### config.mk
export PLATFORM = sky130hd
export DESIGN_NAME = fnd_scan_reader
export DESIGN_NICKNAME = d
export VERILOG_FILES = /design/src/rtl/fnd_scan_reader.sv
export SDC_FILE = /design/constraint.sdc
export NUM_CORES = 1
export LEC_CHECK = 0
export BUFFER_PORTS_ARGS = -buffer_cell sky130_fd_sc_hd__buf_2
export CORE_ASPECT_RATIO = 2
export CORE_MARGIN = 1.5
export CORE_UTILIZATION = 45
export DETAILED_ROUTE_END_ITERATION = 8
export PLACE_DENSITY_LB_ADDON = 0.15
export SYNTH_ARGS = -nofsm -noshare
export SYNTH_HDL_FRONTEND = slang
export SYNTH_SLANG_ARGS = --single-unit
### constraint.sdc
create_clock -name i_clk -period 9.1 [get_ports i_clk]
set_input_delay 1.365 -clock i_clk [delete_from_list [all_inputs] [get_ports i_clk]]
set_output_delay 1.365 -clock i_clk [all_outputs]
set_load 0.05 [all_outputs]
### src/rtl/fnd_scan_reader.sv
// Decodes a multiplexed active-low FND bus back into per-digit values and publishes whole frames.
// Optional DP decoding: define FND_SCAN_READER_DP_EN.
module fnd_scan_reader #(
  parameter int DIGITS        = 4,
  parameter int SETTLE_CYCLES = 4
) (
  input  logic                  i_clk,
  input  logic                  i_reset,
  input  logic [DIGITS-1:0]     i_fnd_digit,
  input  logic [7:0]            i_fnd_font,
  output logic [4*DIGITS-1:0]   o_value,
  output logic [DIGITS-1:0]     o_blank,
  output logic [DIGITS-1:0]     o_dp,
  output logic                  o_frame_valid,
  output logic                  o_font_err,
  output logic                  o_sel_err,
  output logic [7:0]            o_err_count
);

  typedef enum logic [1:0] {S_IDLE, S_SETTLE, S_HOLD} state_t;

  typedef struct packed {
    logic       ok;
    logic       blank;
    logic       dp;
    logic [3:0] value;
  } dec_t;

  localparam logic [7:0] SETTLE_C = 8'(SETTLE_CYCLES);

  function automatic dec_t decode(input logic [7:0] font);
    dec_t       d;
    logic [7:0] f;
    d = '{ok: 1'b1, blank: 1'b0, dp: 1'b0, value: 4'hf};
`ifdef FND_SCAN_READER_DP_EN
    d.dp = ~font[7];
    f    = font | 8'h80;
`else
    f    = font;
`endif
    case (f)
      8'hc0:   d.value = 4'h0;
      8'hf9:   d.value = 4'h1;
      8'ha4:   d.value = 4'h2;
      8'hb0:   d.value = 4'h3;
      8'h99:   d.value = 4'h4;
      8'h92:   d.value = 4'h5;
      8'h82:   d.value = 4'h6;
      8'hf8:   d.value = 4'h7;
      8'h80:   d.value = 4'h8;
      8'h90:   d.value = 4'h9;
      8'hff:   d.blank = 1'b1;
`ifndef FND_SCAN_READER_DP_EN
      8'h7f:   d.value = 4'ha;
`endif
      default: d.ok    = 1'b0;
    endcase
    return d;
  endfunction

  state_t                state_q, state_d;
  logic [7:0]            cnt_q, cnt_d;
  logic [DIGITS-1:0]     r_sel_q, prev_sel_q;
  logic [7:0]            r_font_q, prev_font_q;
  logic [4*DIGITS-1:0]   shadow_val_q, shadow_val_d, value_q;
  logic [DIGITS-1:0]     shadow_blank_q, shadow_blank_d, blank_q;
  logic [DIGITS-1:0]     seen_q, seen_d;
  logic                  frame_q, font_err_q, sel_err_q;
  logic                  font_err_d, sel_err_d;
  logic [7:0]            err_cnt_q, err_cnt_d;
  logic                  sel_legal, sel_idle, sel_bad, same, capture, frame_done;
  dec_t                  dec;
`ifdef FND_SCAN_READER_DP_EN
  logic [DIGITS-1:0]     shadow_dp_q, shadow_dp_d, dp_q;
`endif

  assign sel_legal  = $onehot(~r_sel_q);
  assign sel_idle   = &r_sel_q;
  assign sel_bad    = !sel_legal && !sel_idle;
  assign same       = (r_sel_q == prev_sel_q) && (r_font_q == prev_font_q);
  assign frame_done = &seen_q;
  assign dec        = decode(r_font_q);

  always_comb begin
    state_d = state_q;
    cnt_d   = cnt_q;
    capture = 1'b0;
    case (state_q)
      S_IDLE: begin
        if (sel_legal) begin
          state_d = S_SETTLE;
          cnt_d   = 8'd1;
        end
      end
      S_SETTLE: begin
        if (!sel_legal) state_d = S_IDLE;
        else if (same)  cnt_d   = cnt_q + 8'd1;
        else            cnt_d   = 8'd1;
      end
      S_HOLD: begin
        if (!sel_legal) state_d = S_IDLE;
        else if (!same) begin
          state_d = S_SETTLE;
          cnt_d   = 8'd1;
        end
      end
      default: state_d = S_IDLE;
    endcase
    // Capture on the very edge the count reaches the threshold, then lock out until the pair changes.
    if (state_d == S_SETTLE && cnt_d == SETTLE_C) begin
      capture = 1'b1;
      state_d = S_HOLD;
    end
  end

  always_comb begin
    seen_d         = frame_done ? '0 : seen_q;
    shadow_val_d   = shadow_val_q;
    shadow_blank_d = shadow_blank_q;
`ifdef FND_SCAN_READER_DP_EN
    shadow_dp_d    = shadow_dp_q;
`endif
    font_err_d     = capture && !dec.ok;
    if (capture && dec.ok) begin
      for (int n = 0; n < DIGITS; n++) begin
        if (!r_sel_q[n]) begin
          shadow_val_d[4*n +: 4] = dec.value;
          shadow_blank_d[n]      = dec.blank;
`ifdef FND_SCAN_READER_DP_EN
          shadow_dp_d[n]         = dec.dp;
`endif
          seen_d[n]              = 1'b1;
        end
      end
    end
    sel_err_d = sel_bad && (r_sel_q != prev_sel_q);
    err_cnt_d = err_cnt_q;
    if ((font_err_d || sel_err_d) && err_cnt_q != 8'hff) err_cnt_d = err_cnt_q + 8'd1;
  end

  always_ff @(posedge i_clk) begin
    if (i_reset) begin
      state_q        <= S_IDLE;
      cnt_q          <= 8'd0;
      r_sel_q        <= '1;
      r_font_q       <= 8'hff;
      prev_sel_q     <= '1;
      prev_font_q    <= 8'hff;
      shadow_val_q   <= '1;
      shadow_blank_q <= '0;
      seen_q         <= '0;
      value_q        <= '1;
      blank_q        <= '0;
      frame_q        <= 1'b0;
      font_err_q     <= 1'b0;
      sel_err_q      <= 1'b0;
      err_cnt_q      <= 8'd0;
`ifdef FND_SCAN_READER_DP_EN
      shadow_dp_q    <= '0;
      dp_q           <= '0;
`endif
    end else begin
      state_q        <= state_d;
      cnt_q          <= cnt_d;
      r_sel_q        <= i_fnd_digit;
      r_font_q       <= i_fnd_font;
      prev_sel_q     <= r_sel_q;
      prev_font_q    <= r_font_q;
      shadow_val_q   <= shadow_val_d;
      shadow_blank_q <= shadow_blank_d;
      seen_q         <= seen_d;
      frame_q        <= frame_done;
      font_err_q     <= font_err_d;
      sel_err_q      <= sel_err_d;
      err_cnt_q      <= err_cnt_d;
      if (frame_done) begin
        value_q <= shadow_val_q;
        blank_q <= shadow_blank_q;
`ifdef FND_SCAN_READER_DP_EN
        dp_q    <= shadow_dp_q;
`endif
      end
`ifdef FND_SCAN_READER_DP_EN
      shadow_dp_q    <= shadow_dp_d;
`endif
    end
  end

  assign o_value       = value_q;
  assign o_blank       = blank_q;
`ifdef FND_SCAN_READER_DP_EN
  assign o_dp          = dp_q;
`else
  assign o_dp          = '0;
`endif
  assign o_frame_valid = frame_q;
  assign o_font_err    = font_err_q;
  assign o_sel_err     = sel_err_q;
  assign o_err_count   = err_cnt_q;

endmodule

==> results.yml, run 1 <==
die:
  placementRows: 48
  num_io_pins: 49
  start_util: 0.460
  die_w_um: 69.2
  dieArea_um2: 9380
  die_h_um: 135
  core_um2: 8590
timing:
  tightest_slew_ns: 1.00
  fmax_ghz: 0.252
  period_needed_ns: 3.98
  finalMaxSlewViolations: 0
  final-setup-viol-count: 0
  grt_setup_unrepaired: "false"
  hold_ws_ns: 0.452
  max_slew_margin: 0.330
  skew_ns: 0.00510
  tns_ns: 0
  hold_viol: 0
  finalCritPeriodShare: 0.437
setup_path:
  critPathKind: "reg -> reg"
  worstSetupStartpointType: "flip-flop"
  critPathMaxStageDelay_ns: 0.55
  crit_family: "simple AND/OR/NAND/NOR gates"
  required_ns: 9.32
  path_cells: "fa_1, inv_1, ha_1, ha_1, nor3b_2, nand3_1, mux2i_1, o211ai_1, a31oi_2, a2111oi_4, a21boi_2, or4b_1, o211a_1"
  crit_path_end_kind: "flip-flop"
  crit_path_frequent_cell: "ha_1"
  critPathMaxFanout: 11
  cp.arrival_ns: 4.20
  cp_slowest_cell: "fa_1"
  path_buf_inv: 1
detailed_routing:
  first_iter_violations: 203
  dr.pass1.iters: 4
  vias: 3120
  wl_per_cell_um: 14.7
  drc: 0
  routed_wirelength_um: 8580
  avgViaCountPerCell: 5.34
  antenna_left: 0
synthesis:
  synth_flop_cell: "dfxtp_1"
  avgSynthCellArea_um2: 8.83
  seq_area_frac_synth: 0.451
  synth_area_um2: 3950
  synth_seq_cells: 89
  ys_warn_count: 0
  syn_inst: 447
  synth-edff-count: 0
  synthArstFlopShare: 0
  synth_cell_types: 58
power:
  power.density_nw_per_um2: 186
  power.total_uw: 827
  irDropWorstVdd_mv: 0.112
  p_leak_nw: 1.72
clock_tree:
  cts_sinks: 89
  cts_buffer_depth: 2
  cts_hold_buf: 0
  cts.clk_slew.worst_paths_ns: 0.06
  insertion_delay_ns: 0.34
  post_cts_resized: 0
  htreeDepth: 3
  numCtsBuffers: 9
  cts_tree: "yes"
  cts-root-buf: "clkbuf_16"
  postCtsSetupBuffers: 0
global_routing:
  overflow: 0
  grt_pass1_wl_um: 14600
  first_global_vias: 3033
  grt_max_degree: 66
  grt_util_all_layers: 0.196
  antenna_found_initial: 0
final_layout:
  final_nets: 499
  fillers: 819
  diodes: 0
  area_growth_pct: 12.7
  drive_gt1_frac: 0.205
  final_cell_mix: "89 x dfxtp_1, 72 x nand2_1, 44 x buf_2"
  instances_no_fill: 584
  final_common_cell: "dfxtp_1"
  design_area_um2: 4450
run_status:
  status: "completed"
place:
  placed_cells: 568
  gp_congestion: 0.888
  placed_area_um2: 4180
  place_hpwl_um: 6050
  io_buffers: 44
hold_path:
  hp-class: "reg -> reg"
flow_run:
  maxCapViolCount: 0
[report_power, final]
| part | total (mW) | switching [mW] | internal (mW) |
|---|---|---|---|
| Sequential | 0.411 | 0.0123 | 0.398 |
| Clock | 0.341 | 0.149 | 0.193 |
| Combinational | 0.0754 | 0.0507 | 0.0247 |
| Total | 0.827 | 0.212 | 0.616 |
[path summary, 6_finish.rpt]
kind,cells after the start,to,startpoint,slack (ns)
setup / recovery,13,o_err_count[6],r_sel_q[0],5.12
hold / removal,2,o_blank[1],o_blank[1],0.45
setup reg to reg,13,o_err_count[6],r_sel_q[0],5.12
hold reg to reg,2,o_blank[1],o_blank[1],0.45
[state kept, by name, summed over array words and instances, names as in the netlist]
name,count
o_value,16
shadow_val_q,16
cnt_q,8
o_err_count,8
prev_font_q,8
r_font_q,8
o_blank,4
prev_sel_q,4
r_sel_q,4
seen_q,4
shadow_blank_q,4
state_q,2
o_font_err,1
o_frame_valid,1
o_sel_err,1
[Yosys cell counts (8+ instances only)]
cell,instances,area share
inv_1,8,0.0076
xor2_1,13,0.029
nor2_1,38,0.036
mux2i_1,23,0.058
dfxtp_1,89,0.45
nand2_1,72,0.068
nand3_1,28,0.035
clkbuf_1,17,0.016
a21oi_1,16,0.020
or2_2,23,0.036
nor3_1,13,0.016
[layer usage]
| metal | vias up | wire, um | global-route usage |
|---|---|---|---|
| met1 | 1469 | 3400 | 0.211 |
| met5 | - | 0 | 0 |
| li1 | 1575 | - | - |
| met3 | 12 | 250 | 0.0439 |
| met4 | 0 | 208 | 0.100 |
| met2 | 64 | 4720 | 0.355 |
[layout make-up]
type	count	area [um^2]	area share
clock buffer	12	246	0.0554
clock inverter	4	28.8	0.00647
inverter	8	30.0	0.00675
multi-input combinational	326	2010	0.452
sequential	89	1780	0.400
tap	100	125	0.0281
timing repair buffer	45	228	0.0512
[cells by family (layout without fill, tap and decap cells)]
group	count (synthesis)	count (layout)	synth area share
other	1	4	0.000950
adder cells (fa/ha/maj)	7	7	0.0235
AND/OR/NAND/NOR	224	224	0.291
flip-flops	89	89	0.451
multiplexers	26	26	0.0669
buffers and inverters	35	69	0.0422
AO/OA/AOI/OAI	48	48	0.0869
XOR/XNOR	17	17	0.0377
[worst min-delay path, cell delays in order (launching register included)]
cell and delay (ns):
dfxtp_1 0.31, nand2_1 0.05, a21oi_1 0.05
[stage by stage]
stage / util / setup slack, ns
after floorplan: - / 5.52
after global placement: 0.486 / 5.24
after detailed placement: 0.486 / 5.11
after CTS: 0.518 / 5.11
after global routing: 0.518 / 4.87
final: 0.518 / 5.12
Note: power is estimated with default switching activity, not from simulation.
==> run 2: changes to the inputs <==
==> constraint.sdc (replaced) <==
create_clock -name i_clk -period 3.71 [get_ports i_clk]
set_input_delay 0.5565 -clock i_clk [delete_from_list [all_inputs] [get_ports i_clk]]
set_output_delay 0.5565 -clock i_clk [all_outputs]
set_load 0.05 [all_outputs]
==> run 2 against run 1 <==
Non-clock buffer count is 12 higher. Setup slack worse by 5.0 ns. Sequential cell count stayed put. Clock skew hardly changed. Clock power grew to 2.8 times the previous value. Via count is 2.7% higher. Critical path depth is 1 lower. Sequential power is 150% higher. Critical path type unchanged. Critical endpoint unchanged. Largest cell class unchanged. Largest power group unchanged.
==> results.yml, run 2 (synthesis gave the netlist of run 1 again) <==
timing:
  finalMaxSlewViolations: 0
  final-setup-viol-count: 0
  fmax_ghz: 0.279
  hold_viol: 0
  tns_ns: 0
  max_slew_margin: 0.338
  skew_ns: 0.00460
  finalWorstSetupSlack_ns: 0.123
  grt_setup_unrepaired: "true"
  period_needed_ns: 3.59
  tightest_slew_ns: 0.990
  finalCritPeriodShare: 0.967
final_layout:
  final_nets: 512
  fillers: 836
  final_common_cell: "dfxtp_1"
  area_growth_pct: 16.7
  drive_gt1_frac: 0.229
  final_cell_mix: "89 x dfxtp_1, 72 x nand2_1, 44 x buf_2"
  diodes: 0
clock_tree:
  numCtsBuffers: 9
  cts_buffer_depth: 2
  cts-root-buf: "clkbuf_16"
  cts_hold_buf: 0
  cts.clk_slew.worst_paths_ns: 0.06
  htreeDepth: 3
  cts_tree: "yes"
  cts_sinks: 89
  insertion_delay_ns: 0.34
place:
  io_buffers: 44
  place_ws_ns: 0.105
  gp_congestion: 0.876
  place_hpwl_um: 6250
run_status:
  status: "completed"
detailed_routing:
  top_layer_used: "met4"
  vias: 3204
  routed_wirelength_um: 8820
  met3_length_um: 269
  wl_met2_um: 4830
  avgViaCountPerCell: 5.37
  first_iter_violations: 135
  wl_per_cell_um: 14.8
  dr.pass1.iters: 4
  drc: 0
  antenna_left: 0
  routedLengthMet1_um: 3480
setup_path:
  crit_path_end_kind: "flip-flop"
  crit_family: "compound AO/OA/AOI/OAI gates"
  worstSetupStartpointType: "flip-flop"
  critPathKind: "reg -> reg"
  cp.arrival_ns: 3.82
  crit_path_frequent_cell: "ha_1"
  path_buf_inv: 1
  critPathMaxStageDelay_ns: 0.62
  path_cells: "fa_1, inv_1, ha_1, ha_1, nor2_1, nand2_1, a21oi_2, o21ai_0, a211oi_1, a21boi_4, or4b_1, o211a_1"
  critPathMaxFanout: 6
  required_ns: 3.94
  cp_slowest_cell: "a211oi_1"
hold_path:
  hp-class: "in -> reg"
global_routing:
  grt_max_degree: 44
  antenna_found_initial: 0
  grt_pass1_wl_um: 14500
  overflow: 0
  first_global_vias: 3063
  grt_util_all_layers: 0.195
power:
  power.density_nw_per_um2: 472
  irDropWorstVdd_mv: 0.308
  p_leak_nw: 1.81
flow_run:
  maxCapViolCount: 0
die:
  dieArea_um2: 9380
  die_h_um: 135
  num_io_pins: 49
  die_w_um: 69.2
  placementRows: 48
  start_util: 0.460
  core_um2: 8590
==> run 2: cell types whose count changed in the layout (fill, tap and decap cells not counted) <==
cell        previous run  this run
buf_4                  1        13
a21boi_4               0         1
clkbuf_1               2         1
clkinv_4               1         2
bufinv_16              0         1
clkinv_2               1         0
a21oi_2                1         2
clkinvlp_4             2         0
a21oi_1               16        15
clkbuf_8               1         3
==> run 2: what timing repair did <==
item,CTS,global route
resized for setup,0,2
hold endpoints to repair,0,0
setup endpoints to repair,0,27
setup buffers,0,6
==> run 2: cell type report <==
type | count | area [um^2] | share of cell area
repair buffers | 57 | 318 | 0.0690
inverters | 8 | 30.0 | 0.00652
clock inverters | 3 | 47.5 | 0.0103
clock buffers | 13 | 270 | 0.0587
flip-flops and latches | 89 | 1780 | 0.387
well taps | 100 | 125 | 0.0272
multi-input cells | 327 | 2030 | 0.441
==> run 2: power by group <==
group	switching (mW)	internal [mW]	total [mW]
Combinational	0.132	0.0807	0.213
Clock	0.375	0.580	0.955
Sequential	0.0290	0.977	1.01
Total	0.536	1.64	2.17
==> run 2: worst paths after layout <==
check	depth (start not counted)	from	endpoint	slack, ns
worst min register to register	2	shadow_blank_q[0]	o_blank[0]	0.45
worst min-delay path	2	i_fnd_font[3]	r_font_q[3]	0.40
worst max register to register	12	r_sel_q[0]	o_err_count[6]	0.12
worst max-delay path	12	r_sel_q[0]	o_err_count[6]	0.12
==> run 2: through the flow <==
step	cells	hold WS, ns	total power [mW]	area [um^2]	util
3_5_place_dp	574	0.443	1.22	4220	0.491
2_1_floorplan	450	0.432	1.17	3960	-
3_3_place_gp	574	0.439	1.22	4220	0.491
6_report	597	0.396	2.17	4610	0.536
4_1_cts	590	0.382	2.18	4540	0.528
5_1_grt	597	0.384	2.26	4610	0.536
==> run 2: metal layers <==
metal | vias up | global-route usage
met5 | - | 0
met4 | 0 | 0.0980
met3 | 21 | 0.0379
met2 | 67 | 0.358
met1 | 1511 | 0.207
li1 | 1605 | -
==> run 2: worst register-to-register path: stages, from the launching register on <==
cell and delay (ns):
dfxtp_1 0.32, fa_1 0.53, inv_1 0.04, ha_1 0.17, ha_1 0.30, nor2_1 0.11, nand2_1 0.17, a21oi_2 0.20
o21ai_0 0.21, a211oi_1 0.62, a21boi_4 0.16, or4b_1 0.51, o211a_1 0.14
==> run 3: changes to the inputs <==
--- a/config.mk
+++ b/config.mk
@@ -9,6 +9,7 @@
 export CORE_ASPECT_RATIO = 2
 export CORE_MARGIN = 1.5
 export CORE_UTILIZATION = 45
+export CTS_BUF_LIST = sky130_fd_sc_hd__clkbuf_2 sky130_fd_sc_hd__clkbuf_4 sky130_fd_sc_hd__clkbuf_8
 export DETAILED_ROUTE_END_ITERATION = 8
 export PLACE_DENSITY_LB_ADDON = 0.15
 export SYNTH_ARGS = -nofsm -noshare
==> run 3 against run 2 <==
Sequential cell count is the same. Highest routed layer unchanged. Critical path depth is the same. Critical path type unchanged. Combinational power is essentially flat. Sequential power is essentially flat. Largest power group unchanged.
==> results.yml, run 3 (synthesis gave the netlist of run 1 again) <==
run_status:
  status: "completed"
detailed_routing:
  first_iter_violations: 102
  avgViaCountPerCell: 5.35
  wl_per_cell_um: 14.7
  routed_wirelength_um: 8760
  dr.pass1.iters: 4
  vias: 3195
  drc: 0
  antenna_left: 0
timing:
  fmax_ghz: 0.284
  hold_ws_ns: 0.370
  finalCritPeriodShare: 0.950
  finalMaxSlewViolations: 0
  final-setup-viol-count: 0
  tns_ns: 0
  grt_setup_unrepaired: "false"
  period_needed_ns: 3.52
  skew_ns: 0.00998
  max_slew_margin: 0.334
  tightest_slew_ns: 0.995
  hold_viol: 0
flow_run:
  maxCapViolCount: 0
clock_tree:
  insertion_delay_ns: 0.37
  cts_buffer_depth: 2
  htreeDepth: 3
  cts.clk_slew.worst_paths_ns: 0.08
  cts_hold_buf: 0
  cts-root-buf: "clkbuf_8"
  cts_tree: "yes"
  numCtsBuffers: 9
  cts_sinks: 89
die:
  placementRows: 48
  dieArea_um2: 9380
  die_w_um: 69.2
  core_um2: 8590
  start_util: 0.460
  num_io_pins: 49
  die_h_um: 135
setup_path:
  critPathKind: "reg -> reg"
  cp.arrival_ns: 3.78
  worstSetupStartpointType: "flip-flop"
  critPathMaxFanout: 6
  crit_path_end_kind: "flip-flop"
  required_ns: 3.97
global_routing:
  antenna_found_initial: 0
  grt_util_all_layers: 0.192
  grt_max_degree: 44
  overflow: 0
  first_global_vias: 3044
  grt_pass1_wl_um: 14400
place:
  gp_congestion: 0.876
  place_hpwl_um: 6250
  io_buffers: 44
  placed_cells: 574
  placed_area_um2: 4220
final_layout:
  design_area_um2: 4530
  drive_gt1_frac: 0.235
  final_cell_mix: "88 x dfxtp_1, 72 x nand2_1, 44 x buf_2"
  final_nets: 512
  diodes: 0
  instances_no_fill: 597
  area_growth_pct: 14.7
  final_common_cell: "dfxtp_1"
power:
  p_leak_nw: 1.78
  power.density_nw_per_um2: 429
  irDropWorstVdd_mv: 0.253
hold_path:
  hp-class: "in -> reg"
[run 3: final cells by class]
type / count / area [um^2]
repair buffers: 57 / 318
clock inverters: 3 / 47.5
clock buffers: 13 / 173
fillers: 854 / 4060
inverters: 8 / 30.0
well taps: 100 / 125
flip-flops and latches: 89 / 1780
multi-input cells: 327 / 2050
[run 3: final timing paths]
check / from / endpoint / slack, ns / cells past startpoint
max: r_sel_q[0] / o_err_count[6] / 0.19 / 12
min: i_fnd_font[3] / r_font_q[3] / 0.37 / 2
max reg2reg: r_sel_q[0] / o_err_count[6] / 0.19 / 12
min reg2reg: shadow_blank_q[0] / o_blank[0] / 0.46 / 2
[run 3: timing repair]
action	CTS	global route
buffers inserted	0	6
setup endpoints to repair	0	27
resized for setup	0	5
[run 3: through the flow]
stage,power (mW),utilization,setup slack (ns)
global placement,1.22,0.491,0.194
CTS,1.95,0.517,0.118
finish,1.94,0.527,0.186
global route,2.03,0.527,0.0164
floorplan,1.17,-,0.134
detailed placement,1.22,0.491,0.105
[run 3: power breakdown]
| part | switching, mW | internal (mW) | total [mW] |
|---|---|---|---|
| Sequential | 0.0286 | 0.976 | 1.00 |
| Combinational | 0.133 | 0.0818 | 0.214 |
| Clock | 0.346 | 0.377 | 0.722 |
| Total | 0.507 | 1.43 | 1.94 |
[run 3: critical path: stages, from the launching register on]
cell      delay (ns)
dfxtp_2         0.33
fa_1            0.52
inv_1           0.04
ha_1            0.20
ha_4            0.22
nor2_1          0.09
nand2_1         0.16
a21oi_2         0.20
o21ai_0         0.19
a211oi_1        0.61
a21boi_4        0.15
or4b_4          0.54
o211a_1         0.14
[run 3: per-layer routing]
| metal | GRT usage | share of wire | up-vias |
|---|---|---|---|
| met5 | 0 | 0 | - |
| met4 | 0.0915 | 0.025 | 0 |
| met3 | 0.0379 | 0.027 | 19 |
| met2 | 0.354 | 0.55 | 59 |
| met1 | 0.207 | 0.40 | 1516 |
| li1 | - | - | 1601 |
